$ cat src/rtl/rc4_prga_swap.sv
// rc4_prga_swap: RC4 keystream generation (PRGA) engine.
// Walks i, accumulates j, reads S[i] and S[j] from a synchronous-read S RAM,
// swaps them in place and presents the post-swap pair (s_i, s_j) while the RAM
// is released to the downstream decryption FSM.
// Optional build macro RC4_PRGA_ACK_TIMEOUT_EN adds a 256-cycle ack watchdog
// and the `timeout` output; without it AVAIL waits indefinitely for ack.
`timescale 1ns/1ps
module rc4_prga_swap #(
    parameter int MSG_DEP   = 32,
    parameter int MSG_WIDTH = 8
) (
    input  logic                 clk,
    input  logic                 reset,
    input  logic                 start,
    input  logic [MSG_WIDTH-1:0] s_data_in,
    input  logic                 keystream_ack,
    output logic [MSG_WIDTH-1:0] address_out,
    output logic [MSG_WIDTH-1:0] data_out,
    output logic                 wr_en,
    output logic [MSG_WIDTH-1:0] s_i,
    output logic [MSG_WIDTH-1:0] s_j,
    output logic                 s_j_available,
    output logic [MSG_WIDTH:0]   current_index,
`ifdef RC4_PRGA_ACK_TIMEOUT_EN
    output logic                 timeout,
`endif
    output logic                 done
);

    localparam logic [3:0] LP_IDLE    = 4'd0;
    localparam logic [3:0] LP_ADDR_I  = 4'd1;
    localparam logic [3:0] LP_WAIT_I  = 4'd2;
    localparam logic [3:0] LP_READ_I  = 4'd3;
    localparam logic [3:0] LP_ADDR_J  = 4'd4;
    localparam logic [3:0] LP_WAIT_J  = 4'd5;
    localparam logic [3:0] LP_READ_J  = 4'd6;
    localparam logic [3:0] LP_WRITE_I = 4'd7;
    localparam logic [3:0] LP_WRITE_J = 4'd8;
    localparam logic [3:0] LP_AVAIL   = 4'd9;
    localparam logic [3:0] LP_NEXT    = 4'd10;
    localparam logic [3:0] LP_DONE    = 4'd11;

    localparam logic [MSG_WIDTH-1:0] LP_ONE     = (MSG_WIDTH)'(1);
    localparam logic [MSG_WIDTH:0]   LP_IDX_ONE = (MSG_WIDTH+1)'(1);
    localparam logic [MSG_WIDTH:0]   LP_DEP     = (MSG_WIDTH+1)'(MSG_DEP);

    logic [3:0]           r_state;
    logic [MSG_WIDTH-1:0] r_i;
    logic [MSG_WIDTH-1:0] r_j;
    logic [MSG_WIDTH-1:0] r_ti;
    logic [MSG_WIDTH-1:0] r_tj;
    logic [MSG_WIDTH-1:0] r_address;
    logic [MSG_WIDTH-1:0] r_data;
    logic                 r_wr_en;
    logic [MSG_WIDTH-1:0] r_s_i;
    logic [MSG_WIDTH-1:0] r_s_j;
    logic                 r_avail;
    logic [MSG_WIDTH:0]   r_cur_idx;
    logic                 r_done;

    logic [MSG_WIDTH-1:0] w_i_inc;
    logic [MSG_WIDTH-1:0] w_j_sum;
    logic [MSG_WIDTH:0]   w_idx_inc;
    logic                 w_ack_expired;

    assign w_i_inc   = r_i + LP_ONE;
    assign w_j_sum   = r_j + s_data_in;
    assign w_idx_inc = r_cur_idx + LP_IDX_ONE;

`ifdef RC4_PRGA_ACK_TIMEOUT_EN
    logic [7:0] r_ack_cnt;
    logic       r_timeout;
    logic       w_start_ok;

    assign w_ack_expired = (r_ack_cnt == 8'hFF);
    assign w_start_ok    = start && ((r_state == LP_IDLE) || (r_state == LP_DONE));
    assign timeout       = r_timeout;

    // Count unacknowledged AVAIL cycles; flag expiry, clear the flag on a new start
    always_ff @(posedge clk or negedge reset) begin
        if (!reset) begin
            r_ack_cnt <= '0;
            r_timeout <= 1'b0;
        end else begin
            // Counter is zero on every AVAIL entry: it only runs inside AVAIL
            // and wraps to zero exactly on the expiry cycle that leaves AVAIL.
            if ((r_state == LP_AVAIL) && !keystream_ack)
                r_ack_cnt <= r_ack_cnt + 8'd1;
            else
                r_ack_cnt <= '0;
            if (w_start_ok)
                r_timeout <= 1'b0;
            else if ((r_state == LP_AVAIL) && !keystream_ack && w_ack_expired)
                r_timeout <= 1'b1;
        end
    end
`else
    assign w_ack_expired = 1'b0;
`endif

    // Main FSM: every output register is loaded with its value for the state being entered
    always_ff @(posedge clk or negedge reset) begin
        if (!reset) begin
            r_state   <= LP_IDLE;
            r_i       <= '0;
            r_j       <= '0;
            r_ti      <= '0;
            r_tj      <= '0;
            r_address <= '0;
            r_data    <= '0;
            r_wr_en   <= 1'b0;
            r_s_i     <= '0;
            r_s_j     <= '0;
            r_avail   <= 1'b0;
            r_cur_idx <= '0;
            r_done    <= 1'b0;
        end else begin
            case (r_state)
                LP_IDLE: begin
                    if (start) begin
                        r_i       <= w_i_inc;
                        r_address <= w_i_inc;
                        r_state   <= LP_ADDR_I;
                    end
                end
                LP_ADDR_I: r_state <= LP_WAIT_I;
                LP_WAIT_I: r_state <= LP_READ_I;
                LP_READ_I: begin
                    r_ti      <= s_data_in;
                    r_j       <= w_j_sum;
                    r_address <= w_j_sum;
                    r_state   <= LP_ADDR_J;
                end
                LP_ADDR_J: r_state <= LP_WAIT_J;
                LP_WAIT_J: r_state <= LP_READ_J;
                LP_READ_J: begin
                    r_tj      <= s_data_in;
                    r_address <= r_i;
                    r_data    <= s_data_in;
                    r_wr_en   <= 1'b1;
                    r_state   <= LP_WRITE_I;
                end
                LP_WRITE_I: begin
                    r_address <= r_j;
                    r_data    <= r_ti;
                    r_state   <= LP_WRITE_J;
                end
                LP_WRITE_J: begin
                    r_wr_en <= 1'b0;
                    r_s_i   <= r_tj;
                    r_s_j   <= r_ti;
                    r_avail <= 1'b1;
                    r_state <= LP_AVAIL;
                end
                LP_AVAIL: begin
                    if (keystream_ack) begin
                        r_avail <= 1'b0;
                        r_state <= LP_NEXT;
                    end else if (w_ack_expired) begin
                        r_avail <= 1'b0;
                        r_done  <= 1'b1;
                        r_state <= LP_DONE;
                    end
                end
                LP_NEXT: begin
                    r_cur_idx <= w_idx_inc;
                    if (w_idx_inc == LP_DEP) begin
                        r_done  <= 1'b1;
                        r_state <= LP_DONE;
                    end else begin
                        r_i       <= w_i_inc;
                        r_address <= w_i_inc;
                        r_state   <= LP_ADDR_I;
                    end
                end
                LP_DONE: begin
                    // Restart keeps the S RAM contents but rewinds i/j
                    if (start) begin
                        r_i       <= LP_ONE;
                        r_j       <= '0;
                        r_cur_idx <= '0;
                        r_done    <= 1'b0;
                        r_address <= LP_ONE;
                        r_state   <= LP_ADDR_I;
                    end
                end
                default: r_state <= LP_IDLE;
            endcase
        end
    end

    assign address_out   = r_address;
    assign data_out      = r_data;
    assign wr_en         = r_wr_en;
    assign s_i           = r_s_i;
    assign s_j           = r_s_j;
    assign s_j_available = r_avail;
    assign current_index = r_cur_idx;
    assign done          = r_done;

endmodule

$ cat config.mk
export PLATFORM = sky130hd
export DESIGN_NAME = rc4_prga_swap
export DESIGN_NICKNAME = d
export VERILOG_FILES = /design/src/rtl/rc4_prga_swap.sv
export SDC_FILE = /design/constraint.sdc
export NUM_CORES = 1
export LEC_CHECK = 0
export CAP_MARGIN = 20
export CELL_PAD_IN_SITES_DETAIL_PLACEMENT = 0
export CELL_PAD_IN_SITES_GLOBAL_PLACEMENT = 1
export CORE_ASPECT_RATIO = 0.5
export CORE_MARGIN = 5
export CORE_UTILIZATION = 53
export DETAILED_ROUTE_END_ITERATION = 10
export DONT_BUFFER_PORTS = 1
export GPL_TIMING_DRIVEN = 1
export PLACE_DENSITY_LB_ADDON = 0.1
export SYNTH_ARGS = -nofsm -noshare
export SYNTH_HDL_FRONTEND = slang
export SYNTH_SLANG_ARGS = --single-unit
$ cat constraint.sdc
create_clock -name clk -period 4.8 [get_ports clk]
set_input_delay 0.48 -clock clk [delete_from_list [all_inputs] [get_ports clk]]
set_output_delay 0.48 -clock clk [all_outputs]
set_load 0.01 [all_outputs]
==> impl_metrics.xml, run 1 <==
<?xml version="1.0" encoding="UTF-8"?>
<metrics>
  <group name="yosys">
    <metric name="yosys_warnings" unit="">0</metric>
    <metric name="yosys.area.top_type_share" unit="%">46.7</metric>
    <metric name="syn_nets" unit="">448</metric>
    <metric name="synth_edf_count" unit="">0</metric>
    <metric name="synth_area_leader_cell" unit="">sky130_fd_sc_hd__dfrtp_1</metric>
    <metric name="ys_async_sr_fraction" unit="%">100</metric>
    <metric name="synthDistinctLibCells" unit="">72</metric>
    <metric name="synth-seq-area-share" unit="%">46.7</metric>
    <metric name="leading_cell_types_by_total_area_after_synthesis" unit="">sky130_fd_sc_hd__dfrtp_1 (47%), sky130_fd_sc_hd__nand2_1 (6.9%), sky130_fd_sc_hd__mux2_2 (4.2%)</metric>
    <metric name="yosys_most_used_dff" unit="">sky130_fd_sc_hd__dfrtp_1</metric>
    <metric name="post_synth_inst_count" unit="">425</metric>
    <metric name="synth_area" unit="um2">4280</metric>
    <metric name="syn_area_per_cell" unit="um2">10.1</metric>
    <metric name="yosys_register_bits" unit="">80</metric>
  </group>
  <group name="final_layout">
    <metric name="n_fill_cell" unit="">687</metric>
    <metric name="final_net_count" unit="">443</metric>
    <metric name="post_route_cells_drive_above_1_share" unit="%">15.5</metric>
    <metric name="antenna_cells" unit="">0</metric>
    <metric name="final-instance-count-excl-fill" unit="">537</metric>
    <metric name="syn_to_final_growth" unit="%">8.74</metric>
    <metric name="fin_area" unit="um2">4660</metric>
  </group>
  <group name="timing">
    <metric name="fin_hold_ws" unit="ns">0.0128</metric>
    <metric name="finClkSkew" unit="ns">0.00784</metric>
    <metric name="actual_slew_at_the_worst_max_slew_pin" unit="ns">0.863</metric>
    <metric name="period_share" unit="%">59.7</metric>
    <metric name="grt_setup_unrepaired" unit="">false</metric>
    <metric name="timing.final.setup_violations" unit="">0</metric>
    <metric name="final_count_of_pins_violating_max_slew" unit="">0</metric>
    <metric name="final_period_minus_worst_setup_slack" unit="ns">2.86</metric>
    <metric name="timing.max_slew.rel_slack" unit="%">42.3</metric>
    <metric name="timing.final.hold_violations" unit="">0</metric>
    <metric name="final.setup.tns" unit="ns">0</metric>
    <metric name="clock.fmax" unit="GHz">0.349</metric>
  </group>
  <group name="placed_design">
    <metric name="dp_hpwl" unit="um">6910</metric>
    <metric name="placement.io_buffers" unit="">0</metric>
    <metric name="gp_congestion" unit="">0.882</metric>
    <metric name="placement.cell_area" unit="um2">4340</metric>
    <metric name="post-place-cells" unit="">519</metric>
  </group>
  <group name="floorplan">
    <metric name="coreArea" unit="um2">7940</metric>
    <metric name="floorplan.rows" unit="">23</metric>
    <metric name="die_height" unit="um">73.6</metric>
    <metric name="num_io_pins" unit="">56</metric>
    <metric name="die_width" unit="um">137</metric>
    <metric name="floorplan.initialDensity" unit="%">53.9</metric>
    <metric name="full_die_area" unit="um2">10100</metric>
  </group>
  <group name="clocking">
    <metric name="post_cts_hold_buffer_count" unit="">1</metric>
    <metric name="cts_buffers" unit="">9</metric>
    <metric name="post-cts-setup-buffers" unit="">0</metric>
    <metric name="root_buffer" unit="">sky130_fd_sc_hd__clkbuf_16</metric>
    <metric name="cts-htree-levels" unit="">3</metric>
    <metric name="clock-sinks" unit="">80</metric>
    <metric name="cts-resized-gates" unit="">0</metric>
    <metric name="clock_insertion_delay_worst_skew" unit="ns">0.34</metric>
    <metric name="cts.reportedPaths.clkPinSlew" unit="ns">0.06</metric>
    <metric name="tritoncts" unit="">done</metric>
    <metric name="clock_tree.buffer_depth" unit="">2</metric>
  </group>
  <group name="critical_path">
    <metric name="rr_startpoint" unit="">current_index[0]</metric>
    <metric name="rr_worst_depth" unit="">7</metric>
    <metric name="worstPathMaxFanout" unit="">11</metric>
    <metric name="worst-endpoint-required" unit="ns">5.03</metric>
    <metric name="cp.arrival" unit="ns">3.09</metric>
    <metric name="startpoint" unit="">current_index[0]</metric>
    <metric name="critical_path.startpoint_type" unit="">flip-flop</metric>
    <metric name="timing.setup.critical_path_class" unit="">flip-flop to flip-flop</metric>
    <metric name="end_kind" unit="">flip-flop</metric>
    <metric name="rrSetupSlack" unit="ns">1.94</metric>
    <metric name="reg2reg_to" unit="">address_out[1]</metric>
  </group>
  <group name="power">
    <metric name="total_leakage_power" unit="uW">0.00210</metric>
    <metric name="irDropWorstVdd" unit="uV">287</metric>
    <metric name="p_per_area" unit="nW/um2">721</metric>
    <metric name="power" unit="uW">3360</metric>
  </group>
  <group name="route">
    <metric name="route.detailed.vias_per_inst" unit="">6.00</metric>
    <metric name="totalWireLength" unit="um">9940</metric>
    <metric name="first_pass_iters" unit="">4</metric>
    <metric name="num_vias" unit="">3221</metric>
    <metric name="wire_per_inst" unit="um">18.5</metric>
    <metric name="drc" unit="">0</metric>
    <metric name="first_iter_violations" unit="">287</metric>
    <metric name="drtAntennaViolNets" unit="">0</metric>
  </group>
  <group name="global_route">
    <metric name="grt_pass1_wl" unit="um">16600</metric>
    <metric name="grt_antenna_before_repair" unit="">0</metric>
    <metric name="grt_start_max_net_pins" unit="">81</metric>
    <metric name="overflow" unit="">0</metric>
    <metric name="first_global_vias" unit="">3146</metric>
    <metric name="grt_util_all_layers" unit="%">21.2</metric>
  </group>
  <group name="status">
    <metric name="outcome" unit="">finished clean</metric>
  </group>
  <group name="flow_run">
    <metric name="cap_viol_max_count" unit="">0</metric>
  </group>
  <group name="min_path">
    <metric name="min_path_type" unit="">input pin to asynchronous set/reset pin</metric>
  </group>
</metrics>
==> where the power goes <==
group | leakage, uW | switching, uW | internal (uW)
Sequential | 0.000977 | 456 | 982
Combinational | 0.000986 | 644 | 617
Clock | 0.000138 | 298 | 359
Total | 0.00210 | 1400 | 1960
==> through the flow <==
stage / setup WS, ns / util, %
final: 1.94 / 58.6
after floorplan: 2.52 / -
after detailed placement: 1.94 / 54.6
after CTS: 1.93 / 58.5
after global routing: 1.77 / 58.6
after global placement: 1.99 / 54.6
==> Yosys cell counts, drive strengths merged (5+ instances only) <==
library cell	instances
a21oi	12
nor3	9
mux2	24
nor2	22
o21ai	23
o41ai	5
nand2	79
xor2	7
a21o	5
o31ai	6
a22oi	12
and3	5
inv	7
ha	10
and2	6
dfrtp	80
nor2b	11
clkbuf	12
nand3	11
buf	10
==> worst max path at each step <==
stage	end	slack, ns	cells after the start
floorplan	address_out[0]	2.52	8
global placement	address_out[5]	1.99	5
detailed placement	address_out[5]	1.94	5
CTS	address_out[5]	1.93	5
global route	address_out[5]	1.77	7
finish	address_out[1]	1.94	7
==> critical path, stage by stage, from the launching register on <==
cell and delay (ns):
sky130_fd_sc_hd__dfrtp_1 0.55, sky130_fd_sc_hd__ha_1 0.34, sky130_fd_sc_hd__and3_4 0.25, sky130_fd_sc_hd__nand3_2 0.12, sky130_fd_sc_hd__mux2i_1 0.19, sky130_fd_sc_hd__nor4_2 0.46, sky130_fd_sc_hd__or2_1 0.49, sky130_fd_sc_hd__mux2_4 0.34
==> state kept, by name (all words and copies together) (netlist names), 8 cells and up <==
signal and cells:
r_j 8, s_j 8, data_out 8, r_i 8, s_i 8, r_tj 8
current_index 9, r_ti 8, address_out 8
==> layout by cell type, fill, tap and decap left out, types with 3 or more instances in the layout <==
cell and count:
sky130_fd_sc_hd__a22oi_1 12, sky130_fd_sc_hd__nand4_1 3, sky130_fd_sc_hd__nand2_1 79, sky130_fd_sc_hd__ha_1 10, sky130_fd_sc_hd__mux2_4 8, sky130_fd_sc_hd__buf_4 4
sky130_fd_sc_hd__a221oi_1 4, sky130_fd_sc_hd__and2_1 6, sky130_fd_sc_hd__nor3b_1 3, sky130_fd_sc_hd__mux2_2 16, sky130_fd_sc_hd__inv_1 6, sky130_fd_sc_hd__inv_6 5
sky130_fd_sc_hd__o22ai_1 3, sky130_fd_sc_hd__and3b_1 3, sky130_fd_sc_hd__a21o_1 4, sky130_fd_sc_hd__and3_1 4, sky130_fd_sc_hd__a31oi_1 4, sky130_fd_sc_hd__clkbuf_16 9
sky130_fd_sc_hd__nand3_1 10, sky130_fd_sc_hd__nor2b_1 11, sky130_fd_sc_hd__o31ai_1 5, sky130_fd_sc_hd__o41ai_2 3, sky130_fd_sc_hd__a22o_1 4, sky130_fd_sc_hd__dfrtp_1 80
sky130_fd_sc_hd__nor2_1 22, sky130_fd_sc_hd__a21oi_1 12, sky130_fd_sc_hd__o21ai_0 22, sky130_fd_sc_hd__xor2_1 7, sky130_fd_sc_hd__xnor2_1 3, sky130_fd_sc_hd__nor3_1 7
==> cell type report <==
class / instances / area, um2 / share of cell area [%]
multi-input combinational: 316 / 2140 / 45.9
clock buffer: 9 / 225 / 4.84
clock inverter: 7 / 56.3 / 1.21
inverter: 7 / 26.3 / 0.564
timing repair buffer: 6 / 68.8 / 1.48
sequential: 80 / 2000 / 43.0
tap: 112 / 140 / 3.01
==> layer usage <==
layer  vias up  track usage, %  wire length [um]
li1       1523               -                 -
met1      1588            28.4              4570
met2       101            32.1              4360
met3         9            9.10               946
met4         0            5.09                66
met5         -               0                 0
==> cells by family after synthesis <==
family,share of synthesized area (%)
buf+inv,3.33
fa+ha+maj,3.39
mux,7.48
flops,46.7
compound gates,17.5
simple gates,19.5
xor+xnor,2.05
Power figures use the tool's default switching activity.
==> run 2: changes to the inputs <==
--- a/config.mk
+++ b/config.mk
@@ -5,12 +5,13 @@
 export SDC_FILE = /design/constraint.sdc
 export NUM_CORES = 1
 export LEC_CHECK = 0
+export ABC_AREA = 1
 export CAP_MARGIN = 20
 export CELL_PAD_IN_SITES_DETAIL_PLACEMENT = 0
 export CELL_PAD_IN_SITES_GLOBAL_PLACEMENT = 1
 export CORE_ASPECT_RATIO = 0.5
 export CORE_MARGIN = 5
-export CORE_UTILIZATION = 53
+export CORE_UTILIZATION = 47
 export DETAILED_ROUTE_END_ITERATION = 10
 export DONT_BUFFER_PORTS = 1
 export GPL_TIMING_DRIVEN = 1
==> constraint.sdc (replaced) <==
create_clock -name clk -period 3 [get_ports clk]
set_input_delay 0.3 -clock clk [delete_from_list [all_inputs] [get_ports clk]]
set_output_delay 0.3 -clock clk [all_outputs]
set_load 0.01 [all_outputs]
==> run 2 against run 1 <==
  * Via count is 2.3% higher
  * Sequential share of layout area hardly changed
  * Cell count is 21% higher
  * Clock skew is 0.0028 ns higher
  * Die area is 8.8% higher
  * Non-clock buffer count is 3 lower
  * Total power is 55% higher
  * Routed wire length is 1.6% higher
  * Critical path depth is 1 higher
  * Global-route usage is 1.9 points lower
  * Synthesized cell count is 23% higher
==> impl_metrics.xml, run 2 <==
<?xml version="1.0" encoding="UTF-8"?>
<metrics>
  <group name="route">
    <metric name="first_pass_iters" unit="">5</metric>
    <metric name="wire_per_inst" unit="um">15.6</metric>
    <metric name="drtAntennaViolNets" unit="">0</metric>
    <metric name="first_iter_violations" unit="">209</metric>
    <metric name="drc" unit="">0</metric>
    <metric name="route.detailed.vias_per_inst" unit="">5.09</metric>
    <metric name="totalWireLength" unit="um">10100</metric>
    <metric name="num_vias" unit="">3296</metric>
  </group>
  <group name="final_layout">
    <metric name="largest_reg_flops" unit="">9</metric>
    <metric name="multi_input_area" unit="um2">1860</metric>
    <metric name="syn_to_final_growth" unit="%">11.5</metric>
    <metric name="post_route_cells_drive_above_1_share" unit="%">9.79</metric>
    <metric name="register_area" unit="um2">2000</metric>
    <metric name="antenna_cells" unit="">0</metric>
    <metric name="fin_area" unit="um2">4650</metric>
    <metric name="layout_commonest_cell" unit="">sky130_fd_sc_hd__nand2_1</metric>
    <metric name="n_fill_cell" unit="">851</metric>
    <metric name="mostFrequentLayoutCells" unit="">sky130_fd_sc_hd__nand2_1 (172), sky130_fd_sc_hd__dfrtp_1 (80), sky130_fd_sc_hd__inv_1 (59), sky130_fd_sc_hd__o21ai_0 (50), sky130_fd_sc_hd__nand3_1 (39)</metric>
    <metric name="final_net_count" unit="">549</metric>
  </group>
  <group name="global_route">
    <metric name="first_global_vias" unit="">3085</metric>
    <metric name="grt.busiest_layer" unit="">met1</metric>
    <metric name="met1_usage" unit="%">29.3</metric>
    <metric name="grt_start_max_net_pins" unit="">81</metric>
    <metric name="grt_util_all_layers" unit="%">19.3</metric>
    <metric name="overflow" unit="">0</metric>
    <metric name="groute.layer.met3.usage" unit="%">6.77</metric>
    <metric name="use_met2" unit="%">26.3</metric>
    <metric name="grt_antenna_before_repair" unit="">0</metric>
    <metric name="grt_pass1_wl" unit="um">16800</metric>
  </group>
  <group name="placed_design">
    <metric name="dp_slack" unit="ns">0.741</metric>
    <metric name="placement.io_buffers" unit="">0</metric>
    <metric name="gp_congestion" unit="">0.816</metric>
    <metric name="placement.cell_area" unit="um2">4280</metric>
    <metric name="dp_hpwl" unit="um">7360</metric>
  </group>
  <group name="min_path">
    <metric name="min_path_type" unit="">input pin to flip-flop</metric>
    <metric name="min-delay-start" unit="">s_data_in[6]</metric>
  </group>
  <group name="yosys">
    <metric name="synth_area_leader_cell" unit="">sky130_fd_sc_hd__dfrtp_1</metric>
    <metric name="synthDistinctLibCells" unit="">32</metric>
    <metric name="synth_area" unit="um2">4170</metric>
    <metric name="yosys_most_used_dff" unit="">sky130_fd_sc_hd__dfrtp_1</metric>
    <metric name="leading_cell_types_by_total_area_after_synthesis" unit="">sky130_fd_sc_hd__dfrtp_1 (48%), sky130_fd_sc_hd__nand2_1 (15%), sky130_fd_sc_hd__o21ai_0 (6.0%)</metric>
    <metric name="synth_edf_count" unit="">0</metric>
    <metric name="yosys.area.top_type_share" unit="%">48.0</metric>
    <metric name="yosys_warnings" unit="">0</metric>
    <metric name="post_synth_inst_count" unit="">521</metric>
    <metric name="yosys.cell_count.top_type" unit="">sky130_fd_sc_hd__nand2_1</metric>
    <metric name="synth-seq-area-share" unit="%">48.0</metric>
    <metric name="ys_async_sr_fraction" unit="%">100</metric>
    <metric name="yosys_register_bits" unit="">80</metric>
    <metric name="synth_common_cells" unit="">sky130_fd_sc_hd__nand2_1 (172), sky130_fd_sc_hd__dfrtp_1 (80), sky130_fd_sc_hd__inv_1 (59)</metric>
    <metric name="syn_area_per_cell" unit="um2">8.01</metric>
    <metric name="syn_nets" unit="">544</metric>
  </group>
  <group name="floorplan">
    <metric name="num_io_pins" unit="">56</metric>
    <metric name="die_width" unit="um">143</metric>
    <metric name="coreArea" unit="um2">8680</metric>
    <metric name="die_height" unit="um">76.6</metric>
    <metric name="floorplan.initialDensity" unit="%">48.1</metric>
    <metric name="full_die_area" unit="um2">11000</metric>
    <metric name="floorplan.rows" unit="">24</metric>
  </group>
  <group name="critical_path">
    <metric name="cp.arrival" unit="ns">2.49</metric>
    <metric name="critical_path.startpoint_type" unit="">flip-flop</metric>
    <metric name="crit_path_top_delay_cell" unit="">sky130_fd_sc_hd__clkinv_1</metric>
    <metric name="timing.setup.critical_path_class" unit="">flip-flop to flip-flop</metric>
    <metric name="critical-path-max-stage-delay" unit="ns">0.55</metric>
    <metric name="startpoint" unit="">r_state[0]</metric>
    <metric name="worstPathMaxFanout" unit="">18</metric>
    <metric name="worst-endpoint-required" unit="ns">3.24</metric>
    <metric name="cpMostUsedCell" unit="">sky130_fd_sc_hd__nand2_1</metric>
    <metric name="crit_chain" unit="">nand2_1, inv_1, nand2_1, clkinv_1, nand3_1, nand4_1, nand3_1, nand2_1</metric>
    <metric name="end_kind" unit="">flip-flop</metric>
    <metric name="rr_startpoint" unit="">r_state[0]</metric>
  </group>
  <group name="clocking">
    <metric name="cts_buffers" unit="">9</metric>
    <metric name="cts-resized-gates" unit="">0</metric>
    <metric name="tritoncts" unit="">done</metric>
    <metric name="clock_tree.buffer_depth" unit="">2</metric>
    <metric name="post-cts-setup-buffers" unit="">0</metric>
    <metric name="clock_insertion_delay_worst_skew" unit="ns">0.34</metric>
    <metric name="cts-htree-levels" unit="">3</metric>
    <metric name="clock-sinks" unit="">80</metric>
    <metric name="cts.reportedPaths.clkPinSlew" unit="ns">0.07</metric>
    <metric name="root_buffer" unit="">sky130_fd_sc_hd__clkbuf_16</metric>
  </group>
  <group name="timing">
    <metric name="fin_hold_ws" unit="ns">0.0806</metric>
    <metric name="timing.max_slew.rel_slack" unit="%">41.5</metric>
    <metric name="period_share" unit="%">75.0</metric>
    <metric name="timing.final.setup_violations" unit="">0</metric>
    <metric name="post-route-worst-setup-slack" unit="ns">0.750</metric>
    <metric name="clock.fmax" unit="GHz">0.444</metric>
    <metric name="final.setup.tns" unit="ns">0</metric>
    <metric name="final_count_of_pins_violating_max_slew" unit="">0</metric>
    <metric name="final_period_minus_worst_setup_slack" unit="ns">2.25</metric>
    <metric name="finClkSkew" unit="ns">0.0106</metric>
    <metric name="timing.final.hold_violations" unit="">0</metric>
    <metric name="actual_slew_at_the_worst_max_slew_pin" unit="ns">0.877</metric>
    <metric name="grt_setup_unrepaired" unit="">false</metric>
  </group>
  <group name="flow_run">
    <metric name="cap_viol_max_count" unit="">0</metric>
  </group>
  <group name="power">
    <metric name="p_per_area" unit="nW/um2">1120</metric>
    <metric name="total_leakage_power" unit="uW">0.00238</metric>
    <metric name="irDropWorstVdd" unit="uV">536</metric>
    <metric name="power" unit="uW">5210</metric>
  </group>
  <group name="status">
    <metric name="outcome" unit="">finished clean</metric>
  </group>
</metrics>
[run 2: cell families (layout without fill, tap and decap cells)]
logic type	Yosys count	count (layout)	share of synthesized area, %
compound gates	77	77	10.7
simple gates	270	270	29.7
xor+xnor	4	4	0.839
buf+inv	79	89	7.38
flops	80	80	48.0
fa+ha+maj	11	11	3.48
[run 2: worst paths after layout]
path	to	slack, ns	depth (start not counted)
max in group asynchronous	current_index[3]	2.14	2
worst max-delay path	address_out[4]	0.75	8
worst max register to register	address_out[4]	0.75	8
worst min-delay path	r_ti[6]	0.08	2
worst min register to register	r_ti[1]	0.48	2
min in group asynchronous	r_i[7]	0.53	2
[run 2: per-stage QoR]
step	util [%]	instances
floorplan	-	521
global placement	49.3	630
detailed placement	49.3	630
global route	53.6	648
CTS	53.6	648
finish	53.6	648
[run 2: layout make-up]
type	count	share of cell area, %
Clock buffer	9	4.84
Clock inverter	7	2.34
Inverter	70	5.65
Multi-Input combinational cell	362	40.0
Sequential cell	80	43.0
Tap cell	117	3.15
Timing Repair Buffer	3	0.968
[run 2: where the power goes]
part,internal (uW),switching (uW),total (uW)
combinational,652,1240,1890
sequential,1560,518,2080
clock,750,489,1240
total,2970,2240,5210
[run 2: critical path: cells and delay by family, from the launching register on]
kind                   cells  cell delay, ns
buffers and inverters      2            0.64
AND/OR/NAND/NOR            6            1.07
flip-flops                 1            0.44
[run 2: timing repair]
action	4_1_cts	5_1_grt
endpoints found under the setup margin	0	0
endpoints found under the hold margin	80	0
hold buffers	2	0
[run 2: per-layer routing]
layer / routed length, um / up-vias / share of wire, %
met5: 0 / - / 0
met4: 85 / 0 / 0.84
met3: 818 / 9 / 8.1
met2: 4180 / 81 / 41
met1: 5020 / 1511 / 50
li1: - / 1695 / -
